==> src/rtl/writeback_stage_pkg.sv <==
// writeback_stage_pkg: shared pipeline types for the writeback stage.
//   wb_src_e       writeback source select
//   data_mem_op_e  data memory operation (load variants drive alignment)
//   uop_st         decoded micro-op fields carried to writeback
//   inst_packet_st packet handed from the memory stage
package writeback_stage_pkg;

    typedef enum logic [1:0] {
        WB_SRC_ALU,
        WB_SRC_MEM,
        WB_SRC_CSR,
        WB_SRC_PC4
    } wb_src_e;

    typedef enum logic [2:0] {
        DATA_MEM_NONE,
        LOAD_BYTE,
        LOAD_BYTE_U,
        LOAD_HALF,
        LOAD_HALF_U,
        LOAD_WORD,
        DATA_MEM_STORE
    } data_mem_op_e;

    typedef struct packed {
        wb_src_e      wb_src;
        logic         rd_w_en;
        data_mem_op_e data_mem_op;
    } uop_st;

    typedef struct packed {
        logic [31:0] pc;
        uop_st       uop;
        logic [4:0]  rd;
        logic [31:0] alu_result;
        logic [31:0] data_mem_r_data;
        logic [31:0] csr_r_data;
    } inst_packet_st;

endpackage

==> src/rtl/inst_packet_if.sv <==
// inst_packet_if: valid/ready handshake carrying an inst_packet_st.
//   in  modport: sink side (reads valid/inst_packet, drives ready)
//   out modport: source side
interface inst_packet_if;
    import writeback_stage_pkg::*;
    logic          valid;
    logic          ready;
    inst_packet_st inst_packet;
    modport in  (input valid, input inst_packet, output ready);
    modport out (output valid, output inst_packet, input ready);
endinterface

==> src/rtl/writeback_stage_load_align.sv <==
// writeback_stage_load_align: aligns and extends load data.
//   r_data_i  raw 32-bit word read from data memory
//   offset_i  byte offset within the word (address bits [1:0])
//   op_i      load variant
//   value_o   aligned, sign/zero-extended result
module writeback_stage_load_align
    import writeback_stage_pkg::*;
(
    input  logic [31:0]  r_data_i,
    input  logic [1:0]   offset_i,
    input  data_mem_op_e op_i,
    output logic [31:0]  value_o
);
    logic [7:0]  byte_v;
    logic [15:0] half_v;
    assign byte_v = r_data_i[{offset_i, 3'b000} +: 8];
    // Odd half offsets are trapped upstream, so only bit 1 selects the half.
    assign half_v = r_data_i[{offset_i[1], 4'b0000} +: 16];
    always_comb begin
        value_o = op_i == LOAD_BYTE   ? {{24{byte_v[7]}}, byte_v} :
                  op_i == LOAD_BYTE_U ? {24'd0, byte_v} :
                  op_i == LOAD_HALF   ? {{16{half_v[15]}}, half_v} :
                  op_i == LOAD_HALF_U ? {16'd0, half_v} :
                  r_data_i;
    end
endmodule

==> src/rtl/writeback_stage.sv <==
// writeback_stage: final pipeline stage; selects writeback data, drives the
// regfile write port, keeps a last-write bypass record and a retire counter.
//   i_clk/i_rst_n     clock, synchronous active-low reset
//   i_flush, i_stall  drop in-flight packet / deassert ready
//   if_memory_in      packet from the memory stage
//   o_rf_w_*          regfile write port (combinational)
//   o_byp_*           registered last-write record
//   o_retire(_cnt)    retire pulse and retired-instruction count
module writeback_stage
    import writeback_stage_pkg::*;
#(
    parameter int RETIRE_CNT_W = 64,
    parameter bit BYPASS_EN    = 1'b1
) (
    input  logic                    i_clk,
    input  logic                    i_rst_n,
    input  logic                    i_flush,
    input  logic                    i_stall,
    inst_packet_if.in               if_memory_in,
    output logic                    o_rf_w_en,
    output logic [4:0]              o_rf_w_addr,
    output logic [31:0]             o_rf_w_data,
    output logic                    o_byp_valid,
    output logic [4:0]              o_byp_addr,
    output logic [31:0]             o_byp_data,
    output logic                    o_retire,
    output logic [RETIRE_CNT_W-1:0] o_retire_cnt
);
    inst_packet_st           pkt;
    logic                    hs;
    logic [31:0]             load_val;
    logic [31:0]             wb_val;
    logic [RETIRE_CNT_W-1:0] cnt_q, cnt_d;

    assign pkt                = if_memory_in.inst_packet;
    assign if_memory_in.ready = !i_stall;
    assign hs                 = if_memory_in.valid && !i_stall;

    writeback_stage_load_align u_load_align (
        .r_data_i (pkt.data_mem_r_data),
        .offset_i (pkt.alu_result[1:0]),
        .op_i     (pkt.uop.data_mem_op),
        .value_o  (load_val)
    );

    always_comb begin
        wb_val = pkt.uop.wb_src == WB_SRC_ALU ? pkt.alu_result :
                 pkt.uop.wb_src == WB_SRC_MEM ? load_val :
                 pkt.uop.wb_src == WB_SRC_CSR ? pkt.csr_r_data :
                 pkt.pc + 32'd4;
    end

    // x0 writes are dropped here so downstream never sees them.
    assign o_rf_w_en   = i_rst_n && hs && pkt.uop.rd_w_en && pkt.rd != 5'd0 && !i_flush;
    assign o_rf_w_addr = pkt.rd;
    assign o_rf_w_data = wb_val;
    assign o_retire    = hs && !i_flush;

    always_comb cnt_d = o_retire ? cnt_q + 1'b1 : cnt_q;

    always_ff @(posedge i_clk) begin
        if (!i_rst_n) cnt_q <= '0;
        else          cnt_q <= cnt_d;
    end

    assign o_retire_cnt = cnt_q;

    if (BYPASS_EN) begin : g_byp
        logic        byp_valid_q, byp_valid_d;
        logic [4:0]  byp_addr_q, byp_addr_d;
        logic [31:0] byp_data_q, byp_data_d;
        // A consumed packet that does not write invalidates the record.
        always_comb begin
            byp_valid_d = i_flush ? 1'b0 : o_rf_w_en ? 1'b1 : hs ? 1'b0 : byp_valid_q;
            byp_addr_d  = o_rf_w_en ? pkt.rd : byp_addr_q;
            byp_data_d  = o_rf_w_en ? wb_val : byp_data_q;
        end
        always_ff @(posedge i_clk) begin
            if (!i_rst_n) begin
                byp_valid_q <= 1'b0;
                byp_addr_q  <= '0;
                byp_data_q  <= '0;
            end else begin
                byp_valid_q <= byp_valid_d;
                byp_addr_q  <= byp_addr_d;
                byp_data_q  <= byp_data_d;
            end
        end
        assign o_byp_valid = byp_valid_q;
        assign o_byp_addr  = byp_addr_q;
        assign o_byp_data  = byp_data_q;
    end else begin : g_no_byp
        assign o_byp_valid = 1'b0;
        assign o_byp_addr  = '0;
        assign o_byp_data  = '0;
    end
endmodule

==> src/flat_wrapper.sv <==
// flat-port wrapper written by rule: the top's interface ports become plain ports
module writeback_stage_flat import writeback_stage_pkg::*;
#(
    parameter int RETIRE_CNT_W = 64,
    parameter bit BYPASS_EN    = 1'b1
)
  (i_clk, i_rst_n, i_flush, i_stall, o_rf_w_en, o_rf_w_addr, o_rf_w_data, o_byp_valid, o_byp_addr, o_byp_data, o_retire, o_retire_cnt, if_memory_in_valid, if_memory_in_inst_packet, if_memory_in_ready);
  inst_packet_if if_memory_in_i ();
  input  logic i_clk;
  input  logic i_rst_n;
  input  logic i_flush;
  input  logic i_stall;
  output logic o_rf_w_en;
  output logic [4:0] o_rf_w_addr;
  output logic [31:0] o_rf_w_data;
  output logic o_byp_valid;
  output logic [4:0] o_byp_addr;
  output logic [31:0] o_byp_data;
  output logic o_retire;
  output logic [RETIRE_CNT_W-1:0] o_retire_cnt;
  input wire logic [$bits(if_memory_in_i.valid)-1:0] if_memory_in_valid;
  input wire logic [$bits(if_memory_in_i.inst_packet)-1:0] if_memory_in_inst_packet;
  output wire logic [$bits(if_memory_in_i.ready)-1:0] if_memory_in_ready;
  assign if_memory_in_i.valid = if_memory_in_valid;
  assign if_memory_in_i.inst_packet = if_memory_in_inst_packet;
  assign if_memory_in_ready = if_memory_in_i.ready;
  writeback_stage #(.RETIRE_CNT_W(RETIRE_CNT_W), .BYPASS_EN(BYPASS_EN)) u_core (.i_clk(i_clk), .i_rst_n(i_rst_n), .i_flush(i_flush), .i_stall(i_stall), .if_memory_in(if_memory_in_i), .o_rf_w_en(o_rf_w_en), .o_rf_w_addr(o_rf_w_addr), .o_rf_w_data(o_rf_w_data), .o_byp_valid(o_byp_valid), .o_byp_addr(o_byp_addr), .o_byp_data(o_byp_data), .o_retire(o_retire), .o_retire_cnt(o_retire_cnt));
endmodule
==> config.mk <==
export PLATFORM = sky130hd
export DESIGN_NAME = writeback_stage_flat
export DESIGN_NICKNAME = d
export VERILOG_FILES = /design/src/rtl/writeback_stage_pkg.sv /design/src/rtl/inst_packet_if.sv /design/src/rtl/writeback_stage_load_align.sv /design/src/rtl/writeback_stage.sv /design/src/flat_wrapper.sv
export SDC_FILE = /design/constraint.sdc
export NUM_CORES = 1
export LEC_CHECK = 0
export CORE_ASPECT_RATIO = 0.6
export CORE_MARGIN = 2
export CORE_UTILIZATION = 40
export CTS_BUF_LIST = sky130_fd_sc_hd__clkbuf_2
export DETAILED_ROUTE_END_ITERATION = 10
export GPL_TIMING_DRIVEN = 0
export PLACE_DENSITY = 0.79
export SYNTH_ARGS = -nofsm -noshare
export SYNTH_HDL_FRONTEND = slang
export SYNTH_SLANG_ARGS = --single-unit
export TNS_END_PERCENT = 50
==> constraint.sdc <==
create_clock -name i_clk -period 2.4 [get_ports i_clk]
set_input_delay 0.36 -clock i_clk [delete_from_list [all_inputs] [get_ports i_clk]]
set_output_delay 0.36 -clock i_clk [all_outputs]
set_load 0.02 [all_outputs]
# After elaboration in Yosys (flattened, before gate mapping)
# Index checks and enable logic that the tools add are counted.
[totals] ff_bits=102 input_bits=144 wordCells=36
[classes] add_sub_neg=2 n_eq_ne=6 n_shift=2 mux=9 bitwise=1 n_reduce_logical=12
[op_table] op="32-bit two-way mux" count=7
[op_table] op="64-bit by 1-bit adder with 64-bit output, second input constant" count=1
[op_table] op="32-bit by 3-bit adder with 32-bit output, second input constant" count=1
[op_table] op="32-bit by 6-bit indexed part select with 16-bit output" count=1
[op_table] op="32-bit by 6-bit indexed part select with 8-bit output" count=1
[op_table] op="3-bit by 2-bit equality test with 1-bit output, second input constant" count=2
[op_table] op="1-bit logical AND" count=6
[op_table] op="5-bit nonzero test" count=1
[op_table] op="3-bit by 1-bit equality test with 1-bit output, second input constant" count=1
[op_table] op="3-bit equality test, second input constant" count=1
[op_table] op="2-bit by 1-bit equality test with 1-bit output, second input constant" count=1
[op_table] op="2-bit equality test, second input constant" count=1
[op_table] op="1-bit logical NOT" count=2
[op_table] op="2-bit logical NOT" count=1
[op_table] op="1-bit two-way mux" count=2
[op_table] op="2-bit nonzero test" count=1
[op_table] op="2-bit OR reduction" count=1
[op_table] op="1-bit NOT" count=1

# Depth between registers and ports, before layout
[depth] ltp_word=7 mapped_depth=8

# Cells and area by module
# From an unflattened synthesis, not the netlist that was laid out.
[unflattened] hier_cells=850 hier_area_um2=7015.5
[modules_own_cells] module="writeback_stage" instances=1 cells_per_inst=750 area_per_inst_um2=6105.9 seq_area_each_um2=2042.0
[modules_own_cells] module="writeback_stage_load_align" instances=1 cells_per_inst=100 area_per_inst_um2=909.6 seq_area_each_um2=0.0

# Worst setup path before layout
# No wires, ideal clock.
[synth_timing] kind="input port to output port" startpoint="input if_memory_in_inst_packet[114]" endpoint="output o_rf_w_data[25]" t_arrival_ps=2368 slack_ps=-328 cell_stages=6 path_buffers=1 cell_sequence="nand3_1 clkbuf_1 or4_1 or4_1 and3_1 a211oi_1"
[synth_via] elab_chain_len=4
[synth_lines] item="start, declared" line="flat_wrapper.sv:22" text="input wire logic [$bits(if_memory_in_i.inst_packet)-1:0] if_memory_in_inst_packet;"
[synth_lines] item="32-bit by 3-bit adder with 32-bit output" line="writeback_stage.sv:50" text="pkt.pc + 32'd4;"
[synth_lines] item="32-bit two-way mux" line="writeback_stage.sv:49" text="pkt.uop.wb_src == WB_SRC_CSR ? pkt.csr_r_data :"
[synth_lines] item="32-bit two-way mux" line="writeback_stage.sv:48" text="pkt.uop.wb_src == WB_SRC_MEM ? load_val :"
[synth_lines] item="32-bit two-way mux" line="writeback_stage.sv:47" text="wb_val = pkt.uop.wb_src == WB_SRC_ALU ? pkt.alu_result :"
[synth_lines] item="end, declared" line="flat_wrapper.sv:15" text="output logic [31:0] o_rf_w_data;"
# No other way between the ends.

# Worst setup path after layout
[layout_timing] startpoint="input if_memory_in_inst_packet[109]" endpoint="output o_rf_w_data[17]"
# The elaborated chain is that of the path after synthesis.

==> out/summary.txt <==
CTS max path bufs = 2
Die height = 105 microns
CTS tree = yes
Design area = 12000 sq um
Fillers = 1343
Hold_sp = if_memory_in_inst_packet[97]
Worst hold path type = in -> reg
Gr usage total = 0.370
Iter 0 DRT Violations = 1222
Tcrit/Tclk final = 1.14
Largest delay contributor family on the critical path = simple AND/OR/NAND/NOR gates
Warnings from Yosys = 0
Seq. cell area = 2080 sq um
CP Max Fanout = 5
Final RePlAce weighted congestion = 1.05
Switching part of the total = 0.338
Slew @ Worst Pin = 676 ps
Reg2Reg Setup Slack = 40 ps
Critical path's slowest cell = or4_4
Violated checks = setup timing
Drt via density = 6.23
Normalized max-slew margin = 0.546
FF-to-FF path depth = 6
WP data required = 2040 ps
Clock share of power = 0.231
H-tree Lvls = 3
Vias in the first global route = 8797
RR Endpoint = u_core.o_retire_cnt[45]
RR Startpoint = u_core.o_retire_cnt[2]
Grt total ovfl = 0
Setup violators final = 23
CTS Sinks = 102
PD cells = 347 nW/um^2
Startpoint types = input pin
Area of the multi-input gates = 5280 sq um
Largest net degree at the start of global routing = 17
RSZ-0062 raised after global routing = true
IO Port Bufs = 281
Final worst path period need = 2750 ps
FP Rows = 37
Post-Route Skew = 20.9 ps
DP HPWL = 26500 microns
Met2 Use GR = 0.533
Post-CTS Hold Buffers = 0
WL final = 36100 microns
Core ar. = 16900 sq um
Final net count = 1436
Post-synth EDFFs = 0
Initial antenna violation count = 2
CP cell instances = buf_8, buf_6, nand4_1, or4_4, clkbuf_16, o211a_4, a211oi_4, nand2_2, buf_6
Via count = 9533
CTS Buf Count = 9
Worst slack at placement = -1800 ps
Die Span X = 173 microns
Lkg Pwr = 4.37 nW
Syn nets = 1045
Placed Area = 10000 sq um
Internal power = 0.00275 W
Clk_lat worst skew = 580 ps
Final Max Tran Viols = 0
Combinational Power Share = 0.353
Routing usage on met3 = 0.144
Cell mode on critical path = buf_6
Max-Cap Viols = 0
WHS Path Cells = 3
Mapped Area = 6860 sq um
Pre-Repair DR Iteration Count = 7
Initial Utilization = 0.405
DRC = 0
Met1 Track Usage GR = 0.516
Status = finished with violations
Asr flop ratio synth = 0
Fin. Hold Viols = 0
Crit. End Element = primary output
Global-route wire length before repair = 52000 microns
Syn avg cell area = 7.63 sq um
Setup ws final = -346 ps
Final ANT Viol Nets = 0
Worst VDD drop = 0.000211 V
Number of synthesized register bits = 102
Reg clk slew, reported paths = 290 ps
Clk root buf = clkbuf_2
Yosys cell types = 72
Area growth, synth to finish = 75.1%
Buf/Inv on CP = 4
Worst hold path endpoint = u_core.o_byp_addr[1]
Gate Count Post-Synth = 899
IO Count = 286
Avg WL per Cell = 23.6 microns
Switch Pwr = 0.00141 W
Crit Path Class = in -> out
Dominant synthesized flop cell = dfxtp_1
Sequential area share after synthesis = 0.298
Fmax = 0.364 GHz
Die area = 18200 sq um
Worst EP arrival = 2390 ps
Layout cell share with drive strength beyond 1 = 0.294
Seq pwr share = 0.416
Pwr Total = 0.00416 W
CP peak stage delay = 650 ps
GRT busiest layer = met2
-- registers in the layout, indices dropped and copies added, names as in the netlist --
name,count
u_core.o_byp_addr,5
u_core.o_byp_data,32
u_core.o_retire_cnt,64
u_core.o_byp_valid,1
-- power groups by stage --
stage               clock [W]  combinational [W]  sequential (W)
floorplan                   0           0.000486         0.00179
global placement            0            0.00116         0.00177
detailed placement          0            0.00116         0.00176
CTS                  0.000973            0.00136         0.00173
global route          0.00103            0.00151         0.00173
finish               0.000961            0.00147         0.00173
-- worst max path at each step --
stage / slack (ps) / cells past startpoint / from / endpoint
6_report: -350 / 9 / if_memory_in_inst_packet[109] / o_rf_w_data[17]
5_1_grt: -350 / 9 / if_memory_in_inst_packet[117] / o_rf_w_data[17]
4_1_cts: -330 / 9 / if_memory_in_inst_packet[110] / o_rf_w_data[30]
3_5_place_dp: -1800 / 8 / if_memory_in_inst_packet[109] / o_rf_w_data[17]
3_3_place_gp: -1830 / 8 / if_memory_in_inst_packet[109] / o_rf_w_data[17]
2_1_floorplan: -90 / 6 / if_memory_in_inst_packet[114] / o_rf_w_data[25]
-- cells in the final DEF, fill, tap and decap left out, types with 21 or more instances in the layout --
| master | count |
|---|---|
| clkbuf_2 | 21 |
| nor2_1 | 84 |
| a21oi_1 | 61 |
| dfxtp_1 | 85 |
| nand4_1 | 26 |
| buf_4 | 101 |
| inv_1 | 26 |
| buf_6 | 31 |
| o31ai_1 | 29 |
| clkdlybuf4s50_1 | 204 |
| xnor2_1 | 23 |
| nand3_1 | 39 |
| o21ai_0 | 49 |
| or4_1 | 27 |
| clkbuf_1 | 24 |
| nand2_1 | 56 |
-- Yosys cell counts, drive strengths merged (6+ instances only) --
master / number / area [sq um]
o21a: 7 / 52.6
a21oi: 68 / 340
o221ai: 7 / 61.3
a211oi: 9 / 67.6
mux2i: 10 / 100
nand4: 26 / 163
mux2: 11 / 124
and2: 6 / 37.5
o31ai: 34 / 255
nand3: 48 / 250
nor3: 20 / 100
o211ai: 13 / 97.6
nand2: 68 / 255
nor4: 18 / 119
and3: 8 / 50.1
clkbuf: 53 / 199
mux4: 9 / 203
or3: 16 / 100
o21ai: 65 / 325
or2: 9 / 56.3
dfxtp: 102 / 2040
or4: 37 / 282
xnor2: 26 / 228
xor2: 8 / 70.1
inv: 28 / 105
a31oi: 15 / 93.8
buf: 16 / 103
nor2: 86 / 323
-- stage by stage --
stage | TNS (ps) | hold WS (ps) | util | std cells
floorplan | -257 | 439 | - | 899
global route | -4430 | 12.5 | 0.709 | 1531
detailed placement | -85780 | 456 | 0.592 | 1414
CTS | -2040 | 131 | 0.682 | 1507
global placement | -84820 | 443 | 0.592 | 1414
finish | -3470 | 50.2 | 0.709 | 1531
-- layer usage --
layer / wire, microns / up-vias
li1: - / 4174
met3: 4720 / 104
met4: 1070 / 0
met2: 14700 / 677
met1: 15600 / 4578
met5: 0 / -
-- worst min-delay path, delay by kind of cell --
kind,cells,cell delay (ps)
and+or+nand+nor,1,70
AOI/OAI and AO/OA,1,50
buffers and inverters,1,150
-- logic make-up (layout without fill, tap and decap cells) --
family	Yosys count	after routing	share of synthesized area
AO/OA/AOI/OAI	269	269	0.254
multiplexers	30	30	0.0622
XOR/XNOR	34	34	0.0434
flip-flops	102	102	0.298
adder cells (fa/ha/maj)	2	2	0.00365
buffers and inverters	98	494	0.0598
AND/OR/NAND/NOR	364	364	0.279
other	0	2	0
-- final cells by class --
cell class,count,area share
inverters,29,0.00948
multi-input cells,699,0.440
clock buffers,11,0.00459
clock inverters,5,0.00677
flip-flops and latches,102,0.173
diodes,2,0.000417
well taps,234,0.0244
plain buffers,64,0.0413
repair buffers,385,0.301
-- what timing repair did --
action                                  CTS  global route
buffers inserted                         79            24
cloned                                    1             0
pin swaps                                62            32
endpoints found under the setup margin   81            69
gates resized for setup                 469            83
No activity file was read; power rests on OpenSTA's default activity.
